===== src/rtl/pio_rgb_pwm_pkg.sv =====
// Shared constants for the PIO / RGB PWM peripheral.
// Register word addresses, edge polarity codes, counter sizing.
package pio_rgb_pwm_pkg;

  localparam int unsigned A_DATA  = 0;
  localparam int unsigned A_MASK  = 1;
  localparam int unsigned A_CAP   = 2;
  localparam int unsigned A_POL   = 3;
  localparam int unsigned A_PRESC = 4;
  localparam int unsigned A_DUTY0 = 8;

  typedef enum logic [1:0] {
    POL_NONE = 2'b00,
    POL_RISE = 2'b01,
    POL_FALL = 2'b10,
    POL_BOTH = 2'b11
  } edge_pol_e;

  function automatic int deb_cnt_w(input int cycles);
    return (cycles < 2) ? 1 : $clog2(cycles);
  endfunction

endpackage


===== src/rtl/pio_rgb_pwm_periph_debounce.sv =====
// One input channel: 2-FF synchroniser plus debounce filter.
// rise/fall pulse in the cycle the debounced value flips.
module pio_debounce
  import pio_rgb_pwm_pkg::*;
#(
  parameter int DEB_CYCLES = 50000
) (
  input  logic clk,
  input  logic rst_n,
  input  logic din,
  output logic dout,
  output logic rise,
  output logic fall
);

  localparam int CW = deb_cnt_w(DEB_CYCLES);

  logic          s1;
  logic          s2;
  logic [CW-1:0] cnt;
  logic          hit;

  assign hit  = (s2 != dout) && (cnt == CW'(DEB_CYCLES - 1));
  assign rise = hit & s2;
  assign fall = hit & ~s2;

  // Two-flop synchroniser for the asynchronous pin.
  always_ff @(posedge clk or negedge rst_n) begin
    if (!rst_n) begin
      s1 <= 1'b0;
      s2 <= 1'b0;
    end else begin
      s1 <= din;
      s2 <= s1;
    end
  end

  // Count stable disagreement; flip once it has lasted long enough.
  always_ff @(posedge clk or negedge rst_n) begin
    if (!rst_n) begin
      cnt  <= '0;
      dout <= 1'b0;
    end else if (s2 == dout) begin
      cnt <= '0;
    end else if (hit) begin
      cnt  <= '0;
      dout <= s2;
    end else begin
      cnt <= cnt + 1'b1;
    end
  end

endmodule


===== src/rtl/pio_rgb_pwm_periph.sv =====
// Avalon-MM PIO: debounced inputs with edge IRQ,
// plus per-colour PWM drive for a bank of RGB LEDs.
module pio_rgb_pwm_periph
  import pio_rgb_pwm_pkg::*;
#(
  parameter int NUM_IN     = 4,
  parameter int NUM_LED    = 4,
  parameter int PWM_W      = 8,
  parameter int DEB_CYCLES = 50000,
  parameter int ADDR_W     = 4
) (
  input  logic                 clk_clk,
  input  logic                 reset_reset_n,
  input  logic [ADDR_W-1:0]    avs_address,
  input  logic                 avs_read,
  input  logic                 avs_write,
  input  logic [3:0]           avs_byteenable,
  input  logic [31:0]          avs_writedata,
  output logic [31:0]          avs_readdata,
  output logic                 avs_readdatavalid,
  output logic                 avs_waitrequest,
  input  logic [NUM_IN-1:0]    in_export,
  output logic                 irq,
  output logic [3*NUM_LED-1:0] rgb_led_export
);

  localparam int unsigned PWM_TOP = (1 << PWM_W) - 2;

  int unsigned          addr_i;
  logic [31:0]          wm;
  logic [31:0]          wd;
  logic [31:0]          rd_val;
  logic [NUM_IN-1:0]    deb_state;
  logic [NUM_IN-1:0]    rise;
  logic [NUM_IN-1:0]    fall;
  logic [NUM_IN-1:0]    cap_set;
  logic [NUM_IN-1:0]    cap_clr;
  logic [NUM_IN-1:0]    irq_mask;
  logic [NUM_IN-1:0]    edge_cap;
  logic [2*NUM_IN-1:0]  edge_pol;
  logic [15:0]          presc;
  logic [15:0]          presc_cnt;
  logic [PWM_W-1:0]     pwm_cnt;
  logic [3*PWM_W-1:0]   duty   [NUM_LED];
  logic [3*PWM_W-1:0]   shadow [NUM_LED];
  logic                 tick;
  logic                 wr_mask;
  logic                 wr_cap;
  logic                 wr_pol;
  logic                 wr_presc;
  logic                 unused_ok;

  assign addr_i   = 32'(avs_address);
  assign wm       = {{8{avs_byteenable[3]}},
                     {8{avs_byteenable[2]}},
                     {8{avs_byteenable[1]}},
                     {8{avs_byteenable[0]}}};
  assign wd       = avs_writedata & wm;
  assign wr_mask  = avs_write && (addr_i == A_MASK);
  assign wr_cap   = avs_write && (addr_i == A_CAP);
  assign wr_pol   = avs_write && (addr_i == A_POL);
  assign wr_presc = avs_write && (addr_i == A_PRESC);
  assign tick     = (presc_cnt == presc);
  assign cap_clr  = wr_cap ? wd[NUM_IN-1:0] : '0;

  assign avs_waitrequest = 1'b0;
  assign unused_ok       = ^wd;

  for (genvar c = 0; c < NUM_IN; c++) begin : g_deb
    pio_debounce #(
      .DEB_CYCLES(DEB_CYCLES)
    ) u_deb (
      .clk  (clk_clk),
      .rst_n(reset_reset_n),
      .din  (in_export[c]),
      .dout (deb_state[c]),
      .rise (rise[c]),
      .fall (fall[c])
    );
  end

  // Qualify debounced edges with each channel's polarity code.
  always_comb begin
    cap_set = '0;
    for (int c = 0; c < NUM_IN; c++) begin
      unique case (edge_pol[2*c +: 2])
        POL_RISE: cap_set[c] = rise[c];
        POL_FALL: cap_set[c] = fall[c];
        POL_BOTH: cap_set[c] = rise[c] | fall[c];
        default:  cap_set[c] = 1'b0;
      endcase
    end
  end

  // Read mux; holes and unimplemented bits return zero.
  always_comb begin
    rd_val = '0;
    unique case (1'b1)
      addr_i == A_DATA:  rd_val[NUM_IN-1:0]   = deb_state;
      addr_i == A_MASK:  rd_val[NUM_IN-1:0]   = irq_mask;
      addr_i == A_CAP:   rd_val[NUM_IN-1:0]   = edge_cap;
      addr_i == A_POL:   rd_val[2*NUM_IN-1:0] = edge_pol;
      addr_i == A_PRESC: rd_val[15:0]         = presc;
      default: begin
        for (int i = 0; i < NUM_LED; i++) begin
          if (addr_i == A_DUTY0 + unsigned'(i)) begin
            for (int c = 0; c < 3; c++) begin
              rd_val[8*c +: PWM_W] = duty[i][c*PWM_W +: PWM_W];
            end
          end
        end
      end
    endcase
  end

  // Plain RW registers with per-byte write enables.
  always_ff @(posedge clk_clk or negedge reset_reset_n) begin
    if (!reset_reset_n) begin
      irq_mask <= '0;
      edge_pol <= '0;
      presc    <= '0;
      for (int i = 0; i < NUM_LED; i++) begin
        duty[i] <= '0;
      end
    end else begin
      if (wr_mask) begin
        irq_mask <= (irq_mask & ~wm[NUM_IN-1:0])
                  | wd[NUM_IN-1:0];
      end
      if (wr_pol) begin
        edge_pol <= (edge_pol & ~wm[2*NUM_IN-1:0])
                  | wd[2*NUM_IN-1:0];
      end
      if (wr_presc) begin
        presc <= (presc & ~wm[15:0]) | wd[15:0];
      end
      for (int i = 0; i < NUM_LED; i++) begin
        if (avs_write &&
            addr_i == A_DUTY0 + unsigned'(i)) begin
          for (int c = 0; c < 3; c++) begin
            if (avs_byteenable[c]) begin
              duty[i][c*PWM_W +: PWM_W] <=
                avs_writedata[8*c +: PWM_W];
            end
          end
        end
      end
    end
  end

  // Edge capture (a new edge beats W1C) and registered IRQ.
  always_ff @(posedge clk_clk or negedge reset_reset_n) begin
    if (!reset_reset_n) begin
      edge_cap <= '0;
      irq      <= 1'b0;
    end else begin
      edge_cap <= (edge_cap & ~cap_clr) | cap_set;
      irq      <= |(edge_cap & irq_mask);
    end
  end

  // Registered read data, valid one cycle after the strobe.
  always_ff @(posedge clk_clk or negedge reset_reset_n) begin
    if (!reset_reset_n) begin
      avs_readdata      <= '0;
      avs_readdatavalid <= 1'b0;
    end else begin
      avs_readdatavalid <= avs_read;
      if (avs_read) begin
        avs_readdata <= rd_val;
      end
    end
  end

  // Prescaler tick and PWM period counter; duty shadows load on wrap.
  always_ff @(posedge clk_clk or negedge reset_reset_n) begin
    if (!reset_reset_n) begin
      presc_cnt <= '0;
      pwm_cnt   <= '0;
      for (int i = 0; i < NUM_LED; i++) begin
        shadow[i] <= '0;
      end
    end else begin
      if (wr_presc || tick) begin
        presc_cnt <= '0;
      end else begin
        presc_cnt <= presc_cnt + 16'd1;
      end
      if (tick) begin
        if (pwm_cnt == PWM_W'(PWM_TOP)) begin
          pwm_cnt <= '0;
          for (int i = 0; i < NUM_LED; i++) begin
            shadow[i] <= duty[i];
          end
        end else begin
          pwm_cnt <= pwm_cnt + 1'b1;
        end
      end
    end
  end

  // Registered colour compare against the shadowed duty.
  always_ff @(posedge clk_clk or negedge reset_reset_n) begin
    if (!reset_reset_n) begin
      rgb_led_export <= '0;
    end else begin
      for (int i = 0; i < NUM_LED; i++) begin
        for (int c = 0; c < 3; c++) begin
          rgb_led_export[3*i+c] <=
            pwm_cnt < shadow[i][c*PWM_W +: PWM_W];
        end
      end
    end
  end

endmodule


===== config.mk =====
export PLATFORM = sky130hd
export DESIGN_NAME = pio_rgb_pwm_periph
export DESIGN_NICKNAME = d
export VERILOG_FILES = /design/src/rtl/pio_rgb_pwm_pkg.sv /design/src/rtl/pio_rgb_pwm_periph_debounce.sv /design/src/rtl/pio_rgb_pwm_periph.sv
export SDC_FILE = /design/constraint.sdc
export NUM_CORES = 1
export LEC_CHECK = 0
export ABC_CLOCK_PERIOD_IN_PS = 2400
export BUFFER_PORTS_ARGS = -buffer_cell sky130_fd_sc_hd__clkbuf_2
export CELL_PAD_IN_SITES_DETAIL_PLACEMENT = 1
export CELL_PAD_IN_SITES_GLOBAL_PLACEMENT = 2
export CORE_UTILIZATION = 43
export DETAILED_ROUTE_END_ITERATION = 7
export GPL_ROUTABILITY_DRIVEN = 0
export HOLD_SLACK_MARGIN = 0.03
export PLACE_DENSITY = 0.91
export SLEW_MARGIN = 10
export SYNTH_ARGS = -nofsm -noshare
export SYNTH_HDL_FRONTEND = slang
export SYNTH_SLANG_ARGS = --single-unit

===== constraint.sdc =====
create_clock -name clk_clk -period 2.4 [get_ports clk_clk]
set_input_delay 0.48 -clock clk_clk [delete_from_list [all_inputs] [get_ports clk_clk]]
set_output_delay 0.48 -clock clk_clk [all_outputs]
set_load 0.02 [all_outputs]

=== After elaboration in Yosys (flattened, before gate mapping) ===
Index checks and enable logic that the tools add are counted.

* Add/subtract/negate cells: 6
* $lt $le $gt $ge: 12
* Equality and inequality tests: 34
* Muxes and demuxes: 23
* Bitwise gates (word level): 34
* Reduce and logical (&&, ||, !) cells: 35

{| class="wikitable"
|+ Operators with widths
! cell !! count
|-
| two-way mux 16 bit || 9
|-
| < comparator 8 bit || 12
|-
| two-way mux 24 bit || 4
|-
| adder 16 x 1 -> 16 bit (second input constant) || 5
|-
| equality test 16 bit (second input constant) || 4
|-
| AND reduction 2 bit || 17
|-
| AND 16 bit || 2
|-
| zero test 32 bit || 1
|-
| one-hot mux 4 bit (5 select lines) || 1
|-
| equality test 16 bit || 1
|-
| equality test 2 bit (second input constant) || 8
|-
| equality test 4 bit (second input constant) || 4
|-
| two-way mux 8 bit || 2
|-
| inverter 16 bit || 1
|-
| OR 16 bit || 1
|-
| one-hot mux 8 bit (2 select lines) || 1
|-
| AND 4 bit || 3
|-
| logical AND 1 bit || 12
|-
| one-hot mux 1 bit (3 select lines) || 4
|-
| one-hot mux 4 bit (3 select lines) || 1
|-
| adder 8 x 1 -> 8 bit (second input constant) || 1
|-
| AND 1 bit || 8
|-
| AND 8 bit || 1
|-
| equality test 2 x 1 -> 1 bit (second input constant) || 4
|-
| other kinds (17) || 37
|}

* Register bits: 362
* Output and inout port bits: 47
* Logic and storage cells: 186

=== Logic depth before layout (Yosys ltp) ===
Gate-level depths: netlist of the first run.

* Depth in word-level cells: 6
* Mapped depth: 9
* Gate-level depth less buffers: 7

=== Hierarchy ===
A second synthesis of the first run with hierarchy kept.

* Cell total of the unflattened synthesis: 1466
* Area total of the unflattened synthesis: 18113.6 um^2

{| class="wikitable"
|+ By module, submodules not included
! module !! instances !! cells an instance !! area an instance (um^2)
|-
| pio_rgb_pwm_periph || 1 || 1126 || 14295.0
|-
| pio_debounce || 4 || 85 || 954.7
|}

=== Worst setup path before layout of the first run ===
Ideal clock, no wire load.

* Kind: input-to-reg
* From: input avs_address[0]
* To: register (tool-made name)
* Library setup time: 0.125 ns
* Arrival time: 2.041 ns
* Setup slack: 0.234 ns
* Stages on the path: 7
* Cells stage by stage: buf_2 or2_2 clkbuf_1 nor3b_2 and3_1 buf_2 mux2_2

{| class="wikitable"
|+ RTL lines
! what !! line !! text
|-
| start, declared || pio_rgb_pwm_periph.sv:14 || <nowiki>input logic [ADDR_W-1:0] avs_address,</nowiki>
|}

=== Worst setup path after layout of the first run ===
* From: register pwm_cnt[6]
* To: register rgb_led_export[8]

* Word-level cells in the longest chain between the ends: 1

{| class="wikitable"
|+ RTL lines
! what !! line !! text
|-
| start, declared || pio_rgb_pwm_periph.sv:43 || <nowiki>logic [PWM_W-1:0] pwm_cnt;</nowiki>
|-
| start signal, assigned || pio_rgb_pwm_periph.sv:196 || <nowiki>pwm_cnt <= pwm_cnt + 1'b1;</nowiki>
|-
| < comparator 8 bit || pio_rgb_pwm_periph.sv:210 || <nowiki>pwm_cnt < shadow[i][c*PWM_W +: PWM_W];</nowiki>
|-
| end signal, assigned by index || pio_rgb_pwm_periph.sv:209 || <nowiki>rgb_led_export[3*i+c] <=</nowiki>
|-
| end, declared || pio_rgb_pwm_periph.sv:24 || <nowiki>output logic [3*NUM_LED-1:0] rgb_led_export</nowiki>
|}

Every way passes these cells.
A chain may end at the register's enable or synchronous reset.

==> run summary, run 1 <==
The number of iterations in the first detailed-routing pass came out at 6. For this run, the register share of the synthesized area comes to 51.37%. The fraction of final layout cells with drive strength greater than 1 is 28.63%.

The sequential share of power came out at 46.8%. The average size of a mapped cell is 12.10 sq um. The length in cells of the worst reg-to-reg path came out at 6. Along the worst path, the maximum fanout reaches 10. The wire length of the first global-routing pass is 73.91 mm. The count of filler cells inserted in the layout is 4131.

The switching power share of the total came out at 25.88%. TritonCTS created 42 clock buffers. Across all layers, the routed design uses 11880 vias. The effective utilization at floorplan is 43.98%. The final number of setup-violating endpoints came out at 0. The post-synthesis async set-or-reset flop share came out at 100.0%. The count of mapped cells out of synthesis is 1458.

The number of antenna violations at the first check in global routing came out at 2. The floorplan step set the die height to 204.5 um. The count of cell types in the netlist is 54.

The DRC violation count after routing came out at 0. The total track usage is 22.78%. The later-pin clock latency in the skew report came out at 0.58 ns. The cell at the root of the clock tree is sky130_fd_sc_hd__clkbuf_16. Setup repair after global routing left no endpoint under its margin. In this run the tightest slew margin relative to its limit is 49.41%. The path with the worst hold slack has its endpoint at duty[23].

In this run the worst hold path is classified as in2reg. The total instance count after detailed placement came out at 2069. The final number of max-transition violations was 0. The count of flip-flops with a built-in enable after synthesis is 0. The run finished with clean final reports.

The ratio of final minimum period to clock period is 95.42%. The Yosys step of the flow raised 0 warnings. The worst-case clock skew is 0.03138 ns. The post-synth design cell area came out at 17640 sq um. STA puts the critical path data required time at 2.92 ns. The leakage power total is 9.535 nW. In this run the power spent charging and discharging nets is 4.008 mW.

The per-cell via count in the routed design is 5.524. The buffer count from post-CTS setup fixing came out at 0. The reported max-cap violation count is 0. At the pin with the least slew margin, the transition time is 0.7398 ns. The final net count came out at 1732. STA classifies the critical path startpoint as a register. The power density over the cells is 757.6 nW/um^2.

The startpoint of the worst register-to-register path is pwm_cnt[6]. The clock tree synthesis step divided the H-tree into 2 levels. The setup total negative slack came out at 0 ns. The clock sink total came out at 362. In this run the core area contains 73 standard-cell rows.

The clock network fraction of total power is 42.2%. The cell-internal power is 11.48 mW. The worst setup path is captured at a register. The count of endpoints failing hold in the final timing report came to 0. The post-synthesis sequential element count is 362. The filler-free cell count of the finished design is 2150. The combinational cell fraction of total power came out at 11.0%. In the synthesized netlist the dominant register cell turns out to be sky130_fd_sc_hd__dfrtp_1. The count of nets left with antenna violations once routing finished came out at 0. The internal reg-to-reg setup slack is 0.11 ns. Across the VDD grid, the largest voltage drop is 0.0004554 V. The floorplan step defined a die boundary enclosing 41830 sq um. The layout-stage area growth over the synthesis result came out at 15.90%. Timing would allow up to 436.7 MHz. The arrival time reported for the critical path endpoint came out at 2.81 ns. The total congestion overflow came out at 0. The clock transition at the register clock pins on the worst setup and hold paths after CTS came out at 0.06 ns. Port buffering added 76 buffers. The routed length per instance came out at 21.22 um. The startpoint identified for the worst hold timing path is avs_writedata[23].

The placeable core region is 40100 sq um. The total detailed-routing wirelength is 45.62 mm. The worst setup path is of the reg2reg kind.

The worst hold path depth came out at 2. TritonCTS built the clock tree. The number of violations reported at the end of detailed-routing iteration 0 is 723. The endpoint identified for the worst register-to-register timing path is rgb_led_export[8].

The via count of the first global-routing pass came out at 13230. The chip width came out at 204.5 um. The worst path needs 2.290 ns of the cycle, external delays included. The buffer levels on the longest clock path is 3.

The top-level I/O count is 95. The largest net degree at the start of global routing is 55. The total half-perimeter wirelength after legalization and detailed placement came out at 31.34 mm.
## critical path, stage by stage (launching register included)
cell,delay (ns)
sky130_fd_sc_hd__dfrtp_1,0.52
sky130_fd_sc_hd__buf_4,0.27
sky130_fd_sc_hd__ha_1,0.23
sky130_fd_sc_hd__a2111oi_0,0.68
sky130_fd_sc_hd__nand2_1,0.19
sky130_fd_sc_hd__o21ai_0,0.17
sky130_fd_sc_hd__a31o_2,0.16
## metrics by stage
stage / total power [mW] / instance area, sq um / setup slack [ns] / hold slack [ns] / utilization (%)
floorplan: 8.256 / 17670 / 0.2339 / 0.1844 / -
global placement: 8.887 / 18980 / 0.1273 / 0.3361 / 47.33
detailed placement: 9.035 / 18980 / 0.04982 / 0.3417 / 47.33
CTS: 15.67 / 20430 / 0.05341 / 0.1467 / 50.96
global route: 16.11 / 20440 / 0.02880 / 0.1711 / 50.97
finish: 15.49 / 20440 / 0.1100 / 0.1783 / 50.98
## worst max path at each step
stage,from,to,slack [ns],depth (start not counted)
detailed placement,avs_address[0],avs_readdata[6],0.05,8
global placement,avs_address[1],register,0.13,5
global route,pwm_cnt[4],rgb_led_export[8],0.03,6
finish,pwm_cnt[6],rgb_led_export[8],0.11,6
CTS,pwm_cnt[5],rgb_led_export[7],0.05,6
floorplan,avs_address[0],register,0.23,7
## kinds of logic (layout without fill, tap and decap cells)
kind of cell / Yosys count / after routing / share of synthesized area (%)
DFF: 362 / 362 / 51.37
AOI/OAI and AO/OA: 157 / 157 / 6.045
and+or+nand+nor: 333 / 333 / 8.961
xor gates and xnor gates: 89 / 89 / 4.420
adders and majority gates: 91 / 91 / 6.456
other: 1 / 10 / 0.02126
muxes: 252 / 252 / 18.59
buffers and inverters: 173 / 331 / 4.143
## area by class of cell
| class | instances | area, sq um | share of cell area, % |
|---|---|---|---|
| clock inverter | 10 | 147.6 | 0.7223 |
| tap | 525 | 656.9 | 3.214 |
| sequential | 362 | 9059 | 44.32 |
| inverter | 120 | 450.4 | 2.204 |
| clock buffer | 65 | 1259 | 6.158 |
| antenna | 1 | 2.502 | 0.01224 |
| multi-input combinational | 931 | 7886 | 38.58 |
| timing repair buffer | 136 | 978.4 | 4.787 |
## Yosys cell counts (all sizes together), types with 6 or more instances
cell type  number  share of area, %
xor2           43               2.1
nand4          19              0.67
nor4            8              0.40
a222oi          6              0.34
inv           120               2.6
dfrtp         362                51
xnor2          46               2.3
mux2          224                15
buf            29               1.1
nor3           12              0.34
o21a           24               1.0
nand2          75               1.6
and4            8              0.40
mux4           26               3.3
nand3          43               1.2
nor2          125               2.7
a2111oi        12              0.60
a21boi         12              0.51
clkbuf         24              0.51
a22oi          11              0.47
o21ai          47               1.3
a31o           12              0.60
a21oi          16              0.45
nor2b           9              0.32
and3           13              0.46
ha             91               6.5
## flip-flops by register name, summed over array words and instances, names as in the netlist, named ones only
| signal | flops |
|---|---|
| g_deb.u_deb.cnt | 64 |
| edge_cap | 4 |
| presc_cnt | 16 |
| irq | 1 |
| rgb_led_export | 12 |
| g_deb.u_deb.dout | 4 |
| g_deb.u_deb.s1 | 4 |
| duty | 96 |
| g_deb.u_deb.s2 | 4 |
| pwm_cnt | 8 |
| avs_readdatavalid | 1 |
| avs_readdata | 24 |
| shadow | 96 |
## routing by layer
| layer | GRT usage, % | routed length [um] | up-vias |
|---|---|---|---|
| li1 | - | - | 5354 |
| met1 | 29.38 | 19790 | 6230 |
| met2 | 38.52 | 22650 | 217 |
| met3 | 4.804 | 2075 | 73 |
| met4 | 6.530 | 1086 | 2 |
| met5 | 0 | 11 | - |
## timing repair
| action | 4_1_cts | 5_1_grt |
|---|---|---|
| endpoints found under the setup margin | 0 | 2 |
| hold buffers | 5 | 0 |
| hold endpoints to repair | 30 | 0 |
| gates resized for setup | 0 | 2 |
## layout by cell type, fill, tap and decap left out, drive strengths merged, types with 16 or more instances in the layout
cell    synthesis  routed
inv           120     123
buf            29      56
o21a           24      24
xnor2          46      46
clkbuf         24     140
nand4          19      19
mux4           26      26
nand3          43      43
nor2          125     125
xor2           43      43
a21oi          16      16
ha             91      91
o21ai          47      47
dfrtp         362     362
nand2          75      75
mux2          224     224
## power groups by stage
stage | sequential, mW | combinational [mW] | clock (mW)
2_1_floorplan | 7.19 | 1.07 | 0
3_3_place_gp | 7.28 | 1.61 | 0
3_5_place_dp | 7.34 | 1.69 | 0
4_1_cts | 7.25 | 1.73 | 6.69
5_1_grt | 7.33 | 1.87 | 6.91
6_report | 7.25 | 1.71 | 6.53
No activity file was read; power rests on OpenSTA's default activity.
==> inputs of run 2 (changes only) <==
Settings changed: BUFFER_PORTS_ARGS -buffer_cell sky130_fd_sc_hd__clkbuf_2 to default, CORE_MARGIN from default to 2, CORE_UTILIZATION 43 to 44, DONT_BUFFER_PORTS from default to 1, PLACE_DENSITY 0.91 to 0.76.
==> run 2 against run 1 <==
Against the previous run: the flow now finishes with violations (negative hold slack); routed wire length decreased by 5.3%; sequential power about the same; register-to-register slack improved by 0.14 ns; largest cell class unchanged; non-clock buffer count decreased by 81; global-route usage decreased by 0.94 points; sequential cell count unchanged; clock power increased by 2%; largest power group unchanged; first-iteration DRC count decreased by 32%.
==> run summary, run 2 (synthesis results as in run 1) <==
The clock sink total is 362. The power density over the cells came out at 762.9 nW/um^2. The multi-input gate area in the final layout came out at 7885 sq um. Setup slack on the worst reg-to-reg path comes out at 0.25 ns. The overall die height is 204.2 um. The highest attainable clock frequency came out at 466.1 MHz. Summing over every cut layer, the via total after detailed routing is 11250. The worst slack on hold paths is -0.3845 ns. The DRC violation count after routing came out at 0.

The count of endpoints failing hold in the final timing report is 362. The total instance count after detailed placement is 1980. TritonCTS built the clock tree. The worst-margin pin slew came out at 1.180 ns.

The largest net degree at the start of global routing came out at 363. The ratio of final minimum period to clock period is 89.39%. For this configuration, the core starts out at a cell density of 44.49%.

The leakage power total came out at 9.154 nW. Summed over all layers, the routed wires come to 43.22 mm. The reported max-cap violation count is 0. The per-cell via count in the routed design is 5.435. The worst-case clock skew is 0.01449 ns. The count of buffers from port buffering is 0.

The full die area came out at 41700 sq um. The final number of max-transition violations is 0. In this run the critical register-to-register path is captured at rgb_led_export[0]. Setup violations remaining at the end of the flow were counted as 0. The largest registers in the layout are duty (96), shadow (96), g_deb.u_deb.cnt (64). The number of placement rows is 73. The final reports fail on negative hold slack.

The clock buffer count from CTS is 43. The class of the tightest hold or removal check is in2async. STA classifies the critical path startpoint as a register. The arrival time reported for the critical path endpoint came out at 2.64 ns. IR analysis of the VDD net gives a maximum drop of 0.0006245 V. The die is 204.2 um wide. The total half-perimeter wirelength after legalization and detailed placement came out at 28.46 mm. Adding up every negative setup slack in the final design gives 0 ns.

The time the final worst path needs with I/O delays and setup is 2.145 ns. The placeable core region came out at 39640 sq um. The critical path is of the reg2reg type. The filler-free cell count of the finished design came out at 2069. The count of H-tree levels built during CTS came out at 2. Leaving out fill and tap cells, the most frequent cells in the layout are sky130_fd_sc_hd__dfrtp_1 (362), sky130_fd_sc_hd__mux2_2 (184), sky130_fd_sc_hd__nor2_1 (125). The element type at the critical path end is a register.

The buffer levels on the longest clock path is 3. The total design power came out at 15.23 mW. The cell at the root of the clock tree is sky130_fd_sc_hd__clkbuf_16. From synthesis to final layout, the design area changed by 13.18%. Timing analysis after detailed placement gives a worst setup slack of 0.1745 ns. The later-pin clock latency in the skew report is 0.56 ns. Measured against its own limit, the worst slew margin works out to 21.34%. The number of iterations in the first detailed-routing pass came out at 5. The number of antenna violations at the first check in global routing is 1. The via count of the first global-routing pass was 12390. The final net count is 1652.

The top-level I/O count is 95. Setup repair after global routing left no endpoint under its margin. The worst register-to-register path begins at pwm_cnt[6]. The routed length per instance came out at 20.89 um.

The run finished, with violations left. The sequential cell area in the final layout is 9059 sq um. The wire length of the first global-routing pass came out at 70.69 mm.

In the post-route analysis, the smallest setup slack over all paths is 0.2548 ns. The cell area after layout is 19960 sq um. The number of buffers inserted by hold repair at cts came out at 13. The detailed router finished its first iteration with 492 violations. The length in cells of the worst reg-to-reg path came out at 6. The maximum net fanout on the critical path came out at 8.

The clock transition at the register clock pins on the worst setup and hold paths after CTS is 0.06 ns. Leaving out fill and tap cells, the most frequent cell in the layout is sky130_fd_sc_hd__dfrtp_1. Of the cells placed in the final design, the portion with a size suffix greater than 1 is 24.69%.

In this run the remaining antenna-violating nets after routing total 0. The total cell area at the placement stage is 18390 sq um. The count of filler cells inserted in the layout is 4102. Global routing used 21.84% of the available tracks. At the worst endpoint, the required time is 2.89 ns. The total congestion overflow is 0.
==> run 2: cell count changes in the layout (fill, tap and decap cells not counted), moves of 2 or more <==
cell | previous run | this run
sky130_fd_sc_hd__clkbuf_2 | 75 | 0
sky130_fd_sc_hd__buf_12 | 10 | 3
sky130_fd_sc_hd__clkbuf_8 | 10 | 3
sky130_fd_sc_hd__clkinv_2 | 4 | 11
sky130_fd_sc_hd__dlygate4sd3_1 | 5 | 12
sky130_fd_sc_hd__buf_4 | 45 | 40
sky130_fd_sc_hd__clkbuf_1 | 12 | 8
sky130_fd_sc_hd__bufinv_16 | 3 | 5
sky130_fd_sc_hd__clkbuf_16 | 43 | 45
sky130_fd_sc_hd__clkinvlp_4 | 0 | 2
sky130_fd_sc_hd__inv_6 | 2 | 0
==> run 2: critical path, cell delays in order (launching register included) <==
cell and delay, ns:
sky130_fd_sc_hd__dfrtp_1 0.51, sky130_fd_sc_hd__buf_4 0.25, sky130_fd_sc_hd__ha_1 0.22, sky130_fd_sc_hd__a2111oi_0 0.63
sky130_fd_sc_hd__nand2_1 0.09, sky130_fd_sc_hd__o21ai_0 0.19, sky130_fd_sc_hd__a31o_2 0.19
==> run 2: routing by layer <==
layer | track usage [%] | up-vias | share of wire, %
met5 | 0 | - | 0
met4 | 5.124 | 0 | 1.9
met3 | 4.847 | 64 | 4.4
met2 | 36.40 | 143 | 49
met1 | 29.08 | 5847 | 45
li1 | - | 5192 | -
==> run 2: final cells by class <==
type | count | area share [%]
clock buffer | 56 | 5.999
tap | 525 | 3.291
antenna | 1 | 0.01254
multi-input combinational | 931 | 39.50
clock inverter | 19 | 1.147
timing repair buffer | 55 | 2.407
inverter | 120 | 2.257
sequential | 362 | 45.38
==> run 2: metrics by stage <==
step	utilization [%]	hold WS, ns
finish	50.35	-0.3845
global route	50.35	-0.4167
CTS	50.34	-0.4165
detailed placement	46.39	0.1962
global placement	46.39	0.1953
floorplan	-	0.1844
==> run 2: how the worst max path moves through the flow <==
stage	from	to	slack (ns)	depth (start not counted)
finish	pwm_cnt[6]	rgb_led_export[0]	0.25	6
global route	pwm_cnt[6]	rgb_led_export[3]	0.11	8
CTS	pwm_cnt[6]	rgb_led_export[6]	0.16	7
detailed placement	pwm_cnt[6]	rgb_led_export[6]	0.17	7
global placement	pwm_cnt[6]	rgb_led_export[6]	0.28	7
floorplan	avs_address[0]	register	0.23	7
==> run 2: where the power goes <==
group | switching (mW) | internal (mW) | leakage [nW]
clock | 2.61 | 4.04 | 0.704
sequential | 0.596 | 6.68 | 4.83
combinational | 0.527 | 0.768 | 3.62
==> run 2: what timing repair did <==
| item | 4_1_cts | 5_1_grt |
|---|---|---|
| buffers inserted | 0 | 0 |
| endpoints found under the setup margin | 0 | 1 |
| gates resized for setup | 0 | 1 |
| hold endpoints to repair | 397 | 362 |
